File: src/rtl/pipeline_ctrl_if.sv
// Handshake bundle between the pipeline stage registers / fetch unit and
// the central stall/flush sequencer.
interface pipeline_ctrl_if #(
  parameter int XLEN  = 64,
  parameter int CNT_W = 32
);
  // hazard sources
  logic [4:0]       id_rs1;
  logic [4:0]       id_rs2;
  logic             id_uses_rs1;
  logic             id_uses_rs2;
  logic [4:0]       ex_rd;
  logic             ex_mem_read;
  logic             ex_reg_write;
  logic             redirect_valid;
  logic [XLEN-1:0]  redirect_target;
  logic             trap_valid;
  logic [XLEN-1:0]  trap_vector;
  logic             imem_ready;
  logic             dmem_busy;
  // stage controls
  logic             stall_if;
  logic             stall_id;
  logic             stall_ex;
  logic             stall_mem;
  logic             flush_id;
  logic             flush_ex;
  logic             flush_mem;
  logic             pc_redirect_valid;
  logic [XLEN-1:0]  pc_redirect_target;
  logic [CNT_W-1:0] stall_cycles;
  logic [CNT_W-1:0] flush_events;

  // pipeline side: reports hazards, consumes stall/flush controls
  modport master (
    output id_rs1, id_rs2, id_uses_rs1, id_uses_rs2, ex_rd, ex_mem_read,
           ex_reg_write, redirect_valid, redirect_target, trap_valid,
           trap_vector, imem_ready, dmem_busy,
    input  stall_if, stall_id, stall_ex, stall_mem, flush_id, flush_ex,
           flush_mem, pc_redirect_valid, pc_redirect_target, stall_cycles,
           flush_events
  );

  // sequencer side
  modport slave (
    input  id_rs1, id_rs2, id_uses_rs1, id_uses_rs2, ex_rd, ex_mem_read,
           ex_reg_write, redirect_valid, redirect_target, trap_valid,
           trap_vector, imem_ready, dmem_busy,
    output stall_if, stall_id, stall_ex, stall_mem, flush_id, flush_ex,
           flush_mem, pc_redirect_valid, pc_redirect_target, stall_cycles,
           flush_events
  );
endinterface

File: src/rtl/pipeline_ctrl.sv
// Central stall/flush sequencer for the 5-stage pipeline: load-use stalls,
// branch/trap redirects, data-memory freezes and saturating perf counters.
module pipeline_ctrl #(
  parameter int XLEN  = 64,
  parameter int CNT_W = 32
) (
  input  logic            clk,
  input  logic            reset,
  pipeline_ctrl_if.slave  bus
);
  typedef enum logic [1:0] {RUN, MEM_WAIT, REDIRECT, TRAP} state_t;

  localparam logic [CNT_W-1:0] CNT_ONE = {{(CNT_W-1){1'b0}}, 1'b1};

  state_t           state, nxt;
  logic [XLEN-1:0]  tgt;
  logic [CNT_W-1:0] stall_cnt, flush_cnt;
  logic             load_use, take_trap, take_redir;
  logic             s_if, s_id, s_ex, s_mem, f_id, f_ex, f_mem, pcv;

  assign load_use = bus.ex_mem_read & bus.ex_reg_write & (bus.ex_rd != 5'd0) &
                    ((bus.id_uses_rs1 & (bus.id_rs1 == bus.ex_rd)) |
                     (bus.id_uses_rs2 & (bus.id_rs2 == bus.ex_rd)));

  // Stage controls by priority; everything is forced low while reset is held.
  always_comb begin
    {s_if, s_id, s_ex, s_mem, f_id, f_ex, f_mem, pcv} = '0;
    take_trap  = 1'b0;
    take_redir = 1'b0;
    nxt        = state;
    if (!reset) begin
      unique case (state)
        RUN, MEM_WAIT: begin
          nxt = RUN;
          if (bus.dmem_busy) begin
            // EX/MEM frozen: trap/redirect stay asserted and are seen later
            {s_if, s_id, s_ex, s_mem} = 4'b1111;
            nxt = MEM_WAIT;
          end else if (bus.trap_valid) begin
            {f_id, f_ex, f_mem} = 3'b111;
            take_trap = 1'b1;
            nxt = TRAP;
          end else if (bus.redirect_valid) begin
            {f_id, f_ex} = 2'b11;
            take_redir = 1'b1;
            nxt = REDIRECT;
          end else if (load_use) begin
            {s_if, s_id, f_ex} = 3'b111;
          end else if (!bus.imem_ready) begin
            {s_if, f_id} = 2'b11;
          end
        end
        REDIRECT, TRAP: begin
          if (bus.dmem_busy) begin
            // redirect deferred until the memory access completes
            {s_if, s_id, s_ex, s_mem} = 4'b1111;
          end else begin
            pcv  = 1'b1;
            f_id = 1'b1;
            nxt  = RUN;
          end
        end
        default: nxt = RUN;
      endcase
    end
  end

  // State and latched redirect address
  always_ff @(posedge clk or posedge reset) begin
    if (reset) begin
      state <= RUN;
      tgt   <= '0;
    end else begin
      state <= nxt;
      if (take_trap)       tgt <= bus.trap_vector;
      else if (take_redir) tgt <= bus.redirect_target;
    end
  end

  // Saturating performance counters
  always_ff @(posedge clk or posedge reset) begin
    if (reset) begin
      stall_cnt <= '0;
      flush_cnt <= '0;
    end else begin
      if (s_if && stall_cnt != '1) stall_cnt <= stall_cnt + CNT_ONE;
      if ((take_trap || take_redir) && flush_cnt != '1) flush_cnt <= flush_cnt + CNT_ONE;
    end
  end

  assign bus.stall_if           = s_if;
  assign bus.stall_id           = s_id;
  assign bus.stall_ex           = s_ex;
  assign bus.stall_mem          = s_mem;
  assign bus.flush_id           = f_id;
  assign bus.flush_ex           = f_ex;
  assign bus.flush_mem          = f_mem;
  assign bus.pc_redirect_valid  = pcv;
  assign bus.pc_redirect_target = pcv ? tgt : '0;
  assign bus.stall_cycles       = reset ? '0 : stall_cnt;
  assign bus.flush_events       = reset ? '0 : flush_cnt;
endmodule

File: src/flat_wrapper.sv
// flat-port wrapper written by rule: the top's interface ports become plain ports
module pipeline_ctrl_flat 
#(
  parameter int XLEN  = 64,
  parameter int CNT_W = 32
)
  (clk, reset, bus_id_rs1, bus_id_rs2, bus_id_uses_rs1, bus_id_uses_rs2, bus_ex_rd, bus_ex_mem_read, bus_ex_reg_write, bus_redirect_valid, bus_redirect_target, bus_trap_valid, bus_trap_vector, bus_imem_ready, bus_dmem_busy, bus_stall_if, bus_stall_id, bus_stall_ex, bus_stall_mem, bus_flush_id, bus_flush_ex, bus_flush_mem, bus_pc_redirect_valid, bus_pc_redirect_target, bus_stall_cycles, bus_flush_events);
  pipeline_ctrl_if #(.XLEN(XLEN), .CNT_W(CNT_W)) bus_i ();
  input  logic clk;
  input  logic reset;
  input wire logic [$bits(bus_i.id_rs1)-1:0] bus_id_rs1;
  input wire logic [$bits(bus_i.id_rs2)-1:0] bus_id_rs2;
  input wire logic [$bits(bus_i.id_uses_rs1)-1:0] bus_id_uses_rs1;
  input wire logic [$bits(bus_i.id_uses_rs2)-1:0] bus_id_uses_rs2;
  input wire logic [$bits(bus_i.ex_rd)-1:0] bus_ex_rd;
  input wire logic [$bits(bus_i.ex_mem_read)-1:0] bus_ex_mem_read;
  input wire logic [$bits(bus_i.ex_reg_write)-1:0] bus_ex_reg_write;
  input wire logic [$bits(bus_i.redirect_valid)-1:0] bus_redirect_valid;
  input wire logic [$bits(bus_i.redirect_target)-1:0] bus_redirect_target;
  input wire logic [$bits(bus_i.trap_valid)-1:0] bus_trap_valid;
  input wire logic [$bits(bus_i.trap_vector)-1:0] bus_trap_vector;
  input wire logic [$bits(bus_i.imem_ready)-1:0] bus_imem_ready;
  input wire logic [$bits(bus_i.dmem_busy)-1:0] bus_dmem_busy;
  output wire logic [$bits(bus_i.stall_if)-1:0] bus_stall_if;
  output wire logic [$bits(bus_i.stall_id)-1:0] bus_stall_id;
  output wire logic [$bits(bus_i.stall_ex)-1:0] bus_stall_ex;
  output wire logic [$bits(bus_i.stall_mem)-1:0] bus_stall_mem;
  output wire logic [$bits(bus_i.flush_id)-1:0] bus_flush_id;
  output wire logic [$bits(bus_i.flush_ex)-1:0] bus_flush_ex;
  output wire logic [$bits(bus_i.flush_mem)-1:0] bus_flush_mem;
  output wire logic [$bits(bus_i.pc_redirect_valid)-1:0] bus_pc_redirect_valid;
  output wire logic [$bits(bus_i.pc_redirect_target)-1:0] bus_pc_redirect_target;
  output wire logic [$bits(bus_i.stall_cycles)-1:0] bus_stall_cycles;
  output wire logic [$bits(bus_i.flush_events)-1:0] bus_flush_events;
  assign bus_i.id_rs1 = bus_id_rs1;
  assign bus_i.id_rs2 = bus_id_rs2;
  assign bus_i.id_uses_rs1 = bus_id_uses_rs1;
  assign bus_i.id_uses_rs2 = bus_id_uses_rs2;
  assign bus_i.ex_rd = bus_ex_rd;
  assign bus_i.ex_mem_read = bus_ex_mem_read;
  assign bus_i.ex_reg_write = bus_ex_reg_write;
  assign bus_i.redirect_valid = bus_redirect_valid;
  assign bus_i.redirect_target = bus_redirect_target;
  assign bus_i.trap_valid = bus_trap_valid;
  assign bus_i.trap_vector = bus_trap_vector;
  assign bus_i.imem_ready = bus_imem_ready;
  assign bus_i.dmem_busy = bus_dmem_busy;
  assign bus_stall_if = bus_i.stall_if;
  assign bus_stall_id = bus_i.stall_id;
  assign bus_stall_ex = bus_i.stall_ex;
  assign bus_stall_mem = bus_i.stall_mem;
  assign bus_flush_id = bus_i.flush_id;
  assign bus_flush_ex = bus_i.flush_ex;
  assign bus_flush_mem = bus_i.flush_mem;
  assign bus_pc_redirect_valid = bus_i.pc_redirect_valid;
  assign bus_pc_redirect_target = bus_i.pc_redirect_target;
  assign bus_stall_cycles = bus_i.stall_cycles;
  assign bus_flush_events = bus_i.flush_events;
  pipeline_ctrl #(.XLEN(XLEN), .CNT_W(CNT_W)) u_core (.clk(clk), .reset(reset), .bus(bus_i));
endmodule
File: config.mk
export PLATFORM = sky130hd
export DESIGN_NAME = pipeline_ctrl_flat
export DESIGN_NICKNAME = d
export VERILOG_FILES = /design/src/rtl/pipeline_ctrl_if.sv /design/src/rtl/pipeline_ctrl.sv /design/src/flat_wrapper.sv
export SDC_FILE = /design/constraint.sdc
export NUM_CORES = 1
export LEC_CHECK = 0
export ABC_AREA = 1
export BUFFER_PORTS_ARGS = -buffer_cell sky130_fd_sc_hd__buf_2
export CAP_MARGIN = 20
export CELL_PAD_IN_SITES_DETAIL_PLACEMENT = 0
export CELL_PAD_IN_SITES_GLOBAL_PLACEMENT = 1
export CORE_MARGIN = 2
export CORE_UTILIZATION = 35
export DETAILED_ROUTE_END_ITERATION = 8
export HOLD_SLACK_MARGIN = 0.12
export PLACE_DENSITY = 0.84
export SYNTH_ARGS = -nofsm -noshare
export SYNTH_HDL_FRONTEND = slang
export SYNTH_SLANG_ARGS = --single-unit
File: constraint.sdc
create_clock -name clk -period 5 [get_ports clk]
set_input_delay 0.25 -clock clk [delete_from_list [all_inputs] [get_ports clk]]
set_output_delay 0.25 -clock clk [all_outputs]
set_load 0.005 [all_outputs]
==> impl_metrics.json, run 1 <==
{
  "vias_per_cell": 4.85,
  "synth_top_family_by_area": "simple AND/OR/NAND/NOR gates",
  "min_period_over_period_pct": 60.9,
  "yosysWarnings": 0,
  "synthSimpleGateAreaFrac_pct": 31.4,
  "clkPwrFrac_pct": 36.1,
  "synth-compound-area-share_pct": 10.5,
  "nNetsFinal": 1668,
  "postRouteAntennaNets": 0,
  "cts.path.max_buffers": 2,
  "max_cap_viol_count": 0,
  "vdd_drop_max_uv": 186,
  "rr_startpoint": "u_core.state[1]",
  "synthMuxAreaShare_pct": 0,
  "grt_max_degree": 129,
  "arrival_ps": 3390,
  "rows": 55,
  "clk_latency_ps": 420,
  "synth_area_per_cell_um2": 6.83,
  "top_usage_layer": "met2",
  "yosysSeqAreaShare_pct": 40.2,
  "required_ps": 5350,
  "routed_wl_um": 27500,
  "cts_buffers": 17,
  "p_per_area_nw_per_um2": 337,
  "netlist_area_um2": 8030,
  "leakage_uw": 0.00568,
  "relSlewSlack_pct": 43.0,
  "detail_route.drc_violations": 0,
  "synth_seq_cells": 129,
  "dp_hpwl_um": 19100,
  "drv_slew": 0,
  "core_area_um2": 22600,
  "overflow": 0,
  "die_height_um": 155,
  "pwr-share-comb_pct": 26.0,
  "hold_viol_final": 0,
  "rsz0062_at_grt": "false",
  "status": "completed",
  "drt_iter0_drc": 450,
  "startpoint": "u_core.state[1]",
  "crit_fanout": 66,
  "grt.met1_usage_pct": 28.8,
  "p_sw_uw": 1190,
  "rr_endpoint": "u_core.tgt[28]",
  "synth_xor_area_share_pct": 6.22,
  "min_path_cells": 3,
  "syn2layout_area_growth_pct": 38.3,
  "r2r_cells": 8,
  "synthCells": 1175,
  "criticalPathCategory": "reg -> reg",
  "dieArea_um2": 24200,
  "grt_usage_pct": 22.7,
  "use_met2_pct": 37.6,
  "synth_fp_nets": 1330,
  "synth.distinct_cells": 26,
  "place_congestion": 0.872,
  "cts_sinks": 129,
  "grt_pass1_vias": 8613,
  "port_buffers": 288,
  "swShare_pct": 31.7,
  "ioPinCount": 289,
  "setup_viol": 0,
  "final_layout_size_suffix_gt1_share_pct": 22.8,
  "stdcell_count": 1812,
  "async_reset_ff_share_pct": 100,
  "min_period_ps": 3050,
  "ys.flop_type": "dfrtp_1",
  "finClkSkew_ps": 13.9,
  "synthAdderAreaFrac_pct": 0.312,
  "initial_core_util_pct": 35.6,
  "post_cts_buffers": 0,
  "internal_power_uw": 2560,
  "cts_tree": "done",
  "dp_cells": 1696,
  "r2r_slack_ps": 1950,
  "hp-start": "bus_trap_vector[39]",
  "grt_pass1_wl_um": 44000,
  "startpoint_type": "register",
  "holdCritPathClass": "in -> reg",
  "die_w_um": 155,
  "dr.pass1.iters": 5,
  "root_buffer": "clkbuf_16",
  "routedWlPerCell_um": 15.2,
  "worst_setup_path_end_kind": "register",
  "vias": 8785,
  "setup_tns_ps": 0,
  "worstMarginPinSlew_ps": 855,
  "antenna_found_initial": 3,
  "nFillCells": 2333,
  "power_frac_seq_pct": 37.9,
  "synth_edf_count": 0,
  "grt_use_met3_pct": 6.02,
  "h-tree-depth": 4,
  "whs_endpoint": "u_core.tgt[39]",
  "max_freq_mhz": 328,
  "clkTransAtPathRegs_ps": 60
}
[routing by layer]
metal,routed length (µm),up-vias
met5,13,-
met4,522,2
met3,1930,46
met2,13300,291
met1,11800,4058
li1,-,4388
[critical path: stages (launching register included)]
cell and delay, ps:
dfrtp_1 380, nor2_2 140, inv_2 40, buf_4 310, nor2_4 730, buf_4 410
o21ai_0 160, o22ai_1 150, dlygate4sd3_1 580
[registers in the layout (all words and copies together) (netlist names)]
name,flops
u_core.tgt,64
u_core.flush_cnt,32
u_core.stall_cnt,32
u_core.state,1
[power by group through the flow]
stage / Combinational, µW / Clock, µW / Sequential (µW)
floorplan: 569 / 0 / 1400
global placement: 826 / 0 / 1420
detailed placement: 844 / 0 / 1430
CTS: 968 / 1380 / 1420
global route: 1090 / 1430 / 1450
finish: 976 / 1350 / 1420
[stage by stage]
step	hold slack (ps)	setup WS, ps	util, %	cell area [µm²]	power, µW
6_report	136	1950	49.2	11100	3750
5_1_grt	132	1780	49.2	11100	3970
4_1_cts	120	1960	49.1	11100	3760
3_5_place_dp	485	2260	42.6	9630	2280
3_3_place_gp	479	2300	42.6	9630	2250
2_1_floorplan	429	1310	-	8030	1970
[worst max path at each step]
stage / to / slack [ps]
finish: u_core.tgt[28] / 1950
global route: u_core.tgt[28] / 1780
CTS: u_core.tgt[13] / 1960
detailed placement: u_core.tgt[27] / 2260
global placement: bus_flush_mem / 2300
floorplan: u_core.flush_cnt[0] / 1310
[cell usage after synthesis (3+ instances only)]
master	instances	area [µm²]
nand2_1	232	871
nor2_1	214	803
inv_1	162	608
dfrtp_1	129	3230
nor3_1	92	460
o21ai_0	86	430
o22ai_1	64	400
xor2_1	57	499
nand3_1	52	260
buf_2	25	125
clkbuf_1	25	93.8
nand4_1	7	43.8
buf_1	6	22.5
buf_4	4	30.0
inv_2	4	15.0
nor2_2	3	18.8
[layout by cell type, fill, tap and decap left out, types with 7 or more instances in the layout]
| cell | synthesis | routed |
|---|---|---|
| buf_2 | 25 | 288 |
| buf_4 | 4 | 10 |
| clkbuf_16 | 0 | 17 |
| dfrtp_1 | 129 | 129 |
| dlygate4sd3_1 | 0 | 82 |
| inv_1 | 162 | 160 |
| nand2_1 | 232 | 232 |
| nand3_1 | 52 | 52 |
| nand4_1 | 7 | 7 |
| nor2_1 | 214 | 213 |
| nor3_1 | 92 | 92 |
| o21ai_0 | 86 | 86 |
| o22ai_1 | 64 | 64 |
| xor2_1 | 57 | 57 |
[layout make-up]
type | instances | area [µm²] | share of cell area [%]
clock inverter | 13 | 188 | 1.69
antenna | 2 | 5.00 | 0.0451
sequential | 129 | 3230 | 29.1
timing repair buffer | 381 | 2360 | 21.3
inverter | 166 | 628 | 5.66
clock buffer | 18 | 439 | 3.95
tap | 285 | 357 | 3.21
multi-input combinational | 818 | 3900 | 35.1
[kinds of logic after synthesis]
kind of cell,Yosys count
AND/OR/NAND/NOR,607
AO/OA/AOI/OAI,152
flip-flops,129
XOR/XNOR,57
buffers and inverters,228
adder cells (fa/ha/maj),2
[repair_timing]
item                      4_1_cts  5_1_grt
hold endpoints to repair       56        0
hold buffers                   82        0
resized for setup               0        0
Note: power is estimated with default switching activity, not from simulation.
==> inputs of run 2 (changes only) <==
- ABC_AREA: 1 -> 0
- CORE_UTILIZATION: 35 -> 36
- PLACE_DENSITY: 0.84 -> 0.83
- clock period: 5 -> 3.1 ns (I/O delays scaled with it)
==> impl_metrics.json, run 2 <==
{
  "die_height_um": 148,
  "grt_pass1_wl_um": 37200,
  "arrival_ps": 2720,
  "synthCells": 837,
  "reg.largest.list": "u_core.tgt: 64 flops, u_core.flush_cnt: 32 flops, u_core.stall_cnt: 32 flops",
  "leakage_uw": 0.00535,
  "yosysWarnings": 0,
  "routedWlPerCell_um": 16.4,
  "clk_latency_ps": 420,
  "holdWs_ps": 124,
  "vias_per_cell": 4.95,
  "synth_fp_nets": 992,
  "grt_max_degree": 82,
  "grt_usage_pct": 21.5,
  "max_freq_mhz": 414,
  "cp_slowest_stage_delay_ps": 460,
  "postRouteAntennaNets": 0,
  "nNetsFinal": 1319,
  "setup_ws_ps": 682,
  "rr_startpoint": "u_core.stall_cnt[3]",
  "core_area_um2": 20300,
  "synthTopCellsByCount": "dfrtp_1 (129), nand2_1 (98), o21ai_0 (68)",
  "ys.flop_type": "dfrtp_1",
  "required_ps": 3400,
  "final_util_pct": 51.4,
  "crit_family": "simple AND/OR/NAND/NOR gates",
  "startpoint_type": "register",
  "drt_iter0_drc": 443,
  "dp_hpwl_um": 16600,
  "overflow": 0,
  "layout_commonest_cell": "buf_2",
  "dieArea_um2": 21900,
  "place_congestion": 0.893,
  "min_period_over_period_pct": 78.0,
  "dr.pass1.iters": 5,
  "h-tree-depth": 4,
  "detail_route.drc_violations": 0,
  "max_cap_viol_count": 0,
  "yosysTopAreaCell": "dfrtp_1",
  "largest_reg_flops": 64,
  "criticalPathCategory": "reg -> reg",
  "synth_area_per_cell_um2": 8.91,
  "synth_seq_cells": 129,
  "rr_endpoint": "u_core.stall_cnt[1]",
  "vias": 7168,
  "root_buffer": "clkbuf_16",
  "cts_sinks": 129,
  "min_period_ps": 2420,
  "cts_buffers": 17,
  "worst_setup_path_end_kind": "register",
  "post_cts_buffers": 0,
  "ioPinCount": 289,
  "dpl-instance-area_um2": 9130,
  "crit_fanout": 25,
  "cts.path.max_buffers": 2,
  "synth_edf_count": 0,
  "final_layout_size_suffix_gt1_share_pct": 30.0,
  "cp_num_buf_inv": 1,
  "synth.most_common_cell": "dfrtp_1",
  "syn2layout_area_growth_pct": 39.9,
  "drv_slew": 0,
  "routed_wl_um": 23700,
  "mostFrequentLayoutCells": "buf_2 (287), dfrtp_1 (129), nand2_1 (98)",
  "finClkSkew_ps": 6.33,
  "cts_tree": "done",
  "worstMarginPinSlew_ps": 702,
  "synth.distinct_cells": 42,
  "p_per_area_nw_per_um2": 507,
  "antenna_found_initial": 1,
  "rows": 52,
  "initial_core_util_pct": 36.7,
  "path_cells": "nand4_1 > nor4_4 > nand3_2 > nor2_2 > buf_12 > nor2_4 > mux2_4",
  "die_w_um": 148,
  "rsz0062_at_grt": "false",
  "hold_viol_final": 0,
  "cp_slowest_cell": "dfrtp_1",
  "top_register": "u_core.tgt",
  "r2r_slack_ps": 680,
  "ys_top_cells_by_area": "dfrtp_1 (43%), and3b_1 (7.4%), and2_1 (5.6%), nor2b_1 (5.2%), nand2_1 (4.9%)",
  "yosysSeqAreaShare_pct": 43.3,
  "final_area_um2": 10400,
  "status": "completed",
  "setup_viol": 0,
  "relSlewSlack_pct": 53.2,
  "vdd_drop_max_uv": 329,
  "r2r_cells": 7,
  "synth_top_area_share_pct": 43.3,
  "port_buffers": 288,
  "pre_cts_ws_ps": 707,
  "netlist_area_um2": 7460,
  "clkTransAtPathRegs_ps": 60,
  "holdCritPathClass": "in -> async",
  "grt_pass1_vias": 7069,
  "async_reset_ff_share_pct": 100
}
## run 2: changes by cell type after synthesis, sizes merged, moves of 33 or more
cell | previous run | this run
nand2 | 234 | 98
o22ai | 64 | 1
xnor2 | 0 | 33
inv | 166 | 6
nor3 | 94 | 14
a21oi | 2 | 66
and2 | 1 | 67
and3b | 0 | 63
nor2b | 0 | 63
nor2 | 218 | 22
## run 2: power breakdown
group | leakage, µW | total (µW) | internal (µW) | switching, µW
clock | 0.000285 | 2060 | 1280 | 775
combinational | 0.00341 | 1000 | 484 | 516
sequential | 0.00165 | 2230 | 2000 | 233
## run 2: layout make-up
class                      count  area, µm²
antenna                        2       5.00
fill                        1912       9870
inverter                       6       26.3
timing repair buffer         368       2240
clock inverter                13        161
tap                          270        338
clock buffer                  19        443
sequential                   129       3230
multi-input combinational    642       3990
## run 2: cell families (layout without fill, tap and decap cells)
| kind of cell | after synthesis | count (layout) | share of synthesized area [%] |
|---|---|---|---|
| multiplexers | 2 | 2 | 0.352 |
| XOR/XNOR | 71 | 71 | 8.34 |
| other | 0 | 2 | 0 |
| AND/OR/NAND/NOR | 428 | 428 | 34.5 |
| AO/OA/AOI/OAI | 139 | 139 | 9.61 |
| adder cells (fa/ha/maj) | 2 | 2 | 0.335 |
| buffers and inverters | 66 | 406 | 3.61 |
| flip-flops | 129 | 129 | 43.3 |
## run 2: worst max-delay path by stage
stage	startpoint	end	slack, ps	depth (start not counted)
2_1_floorplan	reset	u_core.stall_cnt[1]	-280	8
3_3_place_gp	bus_ex_rd[1]	u_core.stall_cnt[26]	760	8
3_5_place_dp	bus_ex_rd[1]	u_core.stall_cnt[29]	710	8
4_1_cts	u_core.stall_cnt[3]	u_core.stall_cnt[1]	730	7
5_1_grt	u_core.stall_cnt[3]	u_core.stall_cnt[1]	590	7
6_report	u_core.stall_cnt[3]	u_core.stall_cnt[1]	680	7
## run 2: worst reg2reg max path: cells and delay by family, from the launching register on
kind | cells | cell delay [ps]
simple gates | 5 | 1310
flops | 1 | 460
mux | 1 | 310
buf+inv | 1 | 230
## run 2: what timing repair did
item,in CTS,in global routing
hold buffers,66,0
setup endpoints to repair,0,0
resized for setup,0,0
endpoints found under the hold margin,65,0
## run 2: metrics by stage
stage          total power [µW]  setup TNS [ps]  instances
2_1_floorplan              2770           -6540        837
6_report                   5290               0       1449
3_5_place_dp               3190               0       1348
3_3_place_gp               3150               0       1348
5_1_grt                    5590               0       1447
4_1_cts                    5330               0       1446
## run 2: metal layers
metal | GRT usage [%] | up-vias | routed length, µm
met5 | 0 | - | 0
met4 | 8.48 | 0 | 555
met3 | 4.85 | 36 | 1220
met2 | 36.3 | 213 | 11900
met1 | 26.8 | 3391 | 10000
li1 | - | 3528 | -
==> inputs of run 3 (changes only) <==
- clock period: 3.1 -> 2.55 ns (I/O delays scaled with it)
==> impl_metrics.json, run 3 (synthesized netlist as in run 2, its figures left out) <==
{
  "final_layout_size_suffix_gt1_share_pct": 29.3,
  "worstMarginPinSlew_ps": 692,
  "leakage_uw": 0.00543,
  "cp_slowest_stage_delay_ps": 570,
  "status": "completed",
  "r2r_slack_ps": 300,
  "grt_usage_pct": 20.8,
  "syn2layout_area_growth_pct": 43.4,
  "required_ps": 2850,
  "initial_core_util_pct": 36.7,
  "detail_route.drc_violations": 0,
  "dieArea_um2": 21900,
  "holdWs_ps": 132,
  "grt_pass1_wl_um": 36500,
  "vdd_drop_max_uv": 400,
  "hold_viol_final": 0,
  "rows": 52,
  "final_area_um2": 10700,
  "overflow": 0,
  "grt_pass1_vias": 7197,
  "max_cap_viol_count": 0,
  "nNetsFinal": 1346,
  "cts.path.max_buffers": 2,
  "path_cells": "dlygate4sd3_1 > buf_2 > or3_2 > buf_4 > a22oi_1 > o21ai_0 > dlygate4sd3_1",
  "postRouteAntennaNets": 0,
  "layout_commonest_cell": "buf_2",
  "cp_common_cell": "dlygate4sd3_1",
  "cp_slowest_cell": "dlygate4sd3_1",
  "max_freq_mhz": 436,
  "arrival_ps": 2590,
  "port_buffers": 288,
  "cp_num_buf_inv": 4,
  "holdCritPathClass": "in -> reg",
  "mostFrequentLayoutCells": "buf_2 (287), dfrtp_1 (129), nand2_1 (98)",
  "drv_slew": 0,
  "place_congestion": 0.846,
  "h-tree-depth": 4,
  "pwr-share-comb_pct": 19.5,
  "routed_wl_um": 22900,
  "crit_family": "buffers and inverters",
  "p_sw_uw": 1870,
  "criticalPathCategory": "in -> reg",
  "ioPinCount": 289,
  "min_period_over_period_pct": 89.9,
  "clkPwrFrac_pct": 38.1,
  "finClkSkew_ps": 9.98,
  "cts_tree": "done",
  "antenna_found_initial": 0,
  "internal_power_uw": 4540,
  "root_buffer": "clkbuf_16",
  "setup_viol": 0,
  "clk_latency_ps": 410,
  "setup_tns_ps": 0,
  "startpoint_type": "input port",
  "crit_fanout": 65,
  "grt_max_degree": 130,
  "drt_iter0_drc": 414,
  "post_cts_buffers": 0,
  "dp_hpwl_um": 15600,
  "top_register": "u_core.tgt",
  "vias": 7297,
  "worst_setup_path_end_kind": "register",
  "routedWlPerCell_um": 15.5,
  "dpl-instance-area_um2": 9160,
  "power_frac_seq_pct": 42.4,
  "core_area_um2": 20300,
  "dr.pass1.iters": 5,
  "swShare_pct": 29.2,
  "rsz0062_at_grt": "false",
  "reg.largest.list": "u_core.tgt: 64 flops, u_core.flush_cnt: 32 flops, u_core.stall_cnt: 32 flops",
  "die_height_um": 148,
  "min_period_ps": 2290,
  "p_per_area_nw_per_um2": 599,
  "final_util_pct": 52.7,
  "vias_per_cell": 4.95,
  "cts_sinks": 129,
  "clkTransAtPathRegs_ps": 60,
  "largest_reg_flops": 64,
  "cts_buffers": 17,
  "relSlewSlack_pct": 53.8,
  "die_w_um": 148,
  "nFillCells": 1868
}
-- run 3: timing repair --
item / 4_1_cts / 5_1_grt
gates resized for setup: 0 / 0
endpoints found under the hold margin: 194 / 0
hold buffers: 94 / 0
-- run 3: path summary, 6_finish.rpt --
check / startpoint / to / depth (start not counted)
min reg2reg: u_core.tgt[20] / u_core.tgt[20] / 2
max reg2reg: u_core.state[1] / u_core.tgt[63] / 5
max: reset / u_core.tgt[63] / 7
min: bus_redirect_target[53] / u_core.tgt[53] / 4
max in group asynchronous: reset / u_core.tgt[36] / 4
min in group asynchronous: reset / u_core.state[1] / 4
-- run 3: layout make-up --
cell class | instances | area, µm² | area share, %
diodes | 1 | 2.50 | 0.0234
clock buffers | 18 | 439 | 4.11
clock inverters | 14 | 155 | 1.45
inverters | 6 | 26.3 | 0.246
multi-input cells | 642 | 3990 | 37.3
flip-flops and latches | 129 | 3230 | 30.2
well taps | 270 | 338 | 3.16
repair buffers | 395 | 2520 | 23.6
-- run 3: per-layer routing --
| layer | vias to the layer above | part of all wire, % | GRT usage [%] |
|---|---|---|---|
| met4 | 0 | 2.8 | 8.90 |
| met3 | 38 | 5.0 | 4.57 |
| li1 | 3577 | - | - |
| met5 | - | 0 | 0 |
| met2 | 214 | 49 | 34.8 |
| met1 | 3468 | 43 | 26.0 |
-- run 3: power groups by stage --
stage / clock, µW / sequential, µW / combinational [µW]
floorplan: 0 / 2660 / 713
global placement: 0 / 2730 / 1100
detailed placement: 0 / 2740 / 1120
CTS: 2500 / 2710 / 1260
global route: 2590 / 2770 / 1420
finish: 2440 / 2720 / 1250
-- run 3: worst register-to-register path: cells and delay by family (launching register included) --
kind	cells	cell delay (ps)
buf+inv	2	890
compound gates	2	360
simple gates	1	480
flops	1	410
-- run 3: stage by stage --
step           total power (µW)  instances  setup WS (ps)
4_1_cts                    6470       1474            274
5_1_grt                    6780       1474            155
2_1_floorplan              3370        837           -801
3_5_place_dp               3870       1348            367
3_3_place_gp               3830       1348            419
6_report                   6410       1475            257
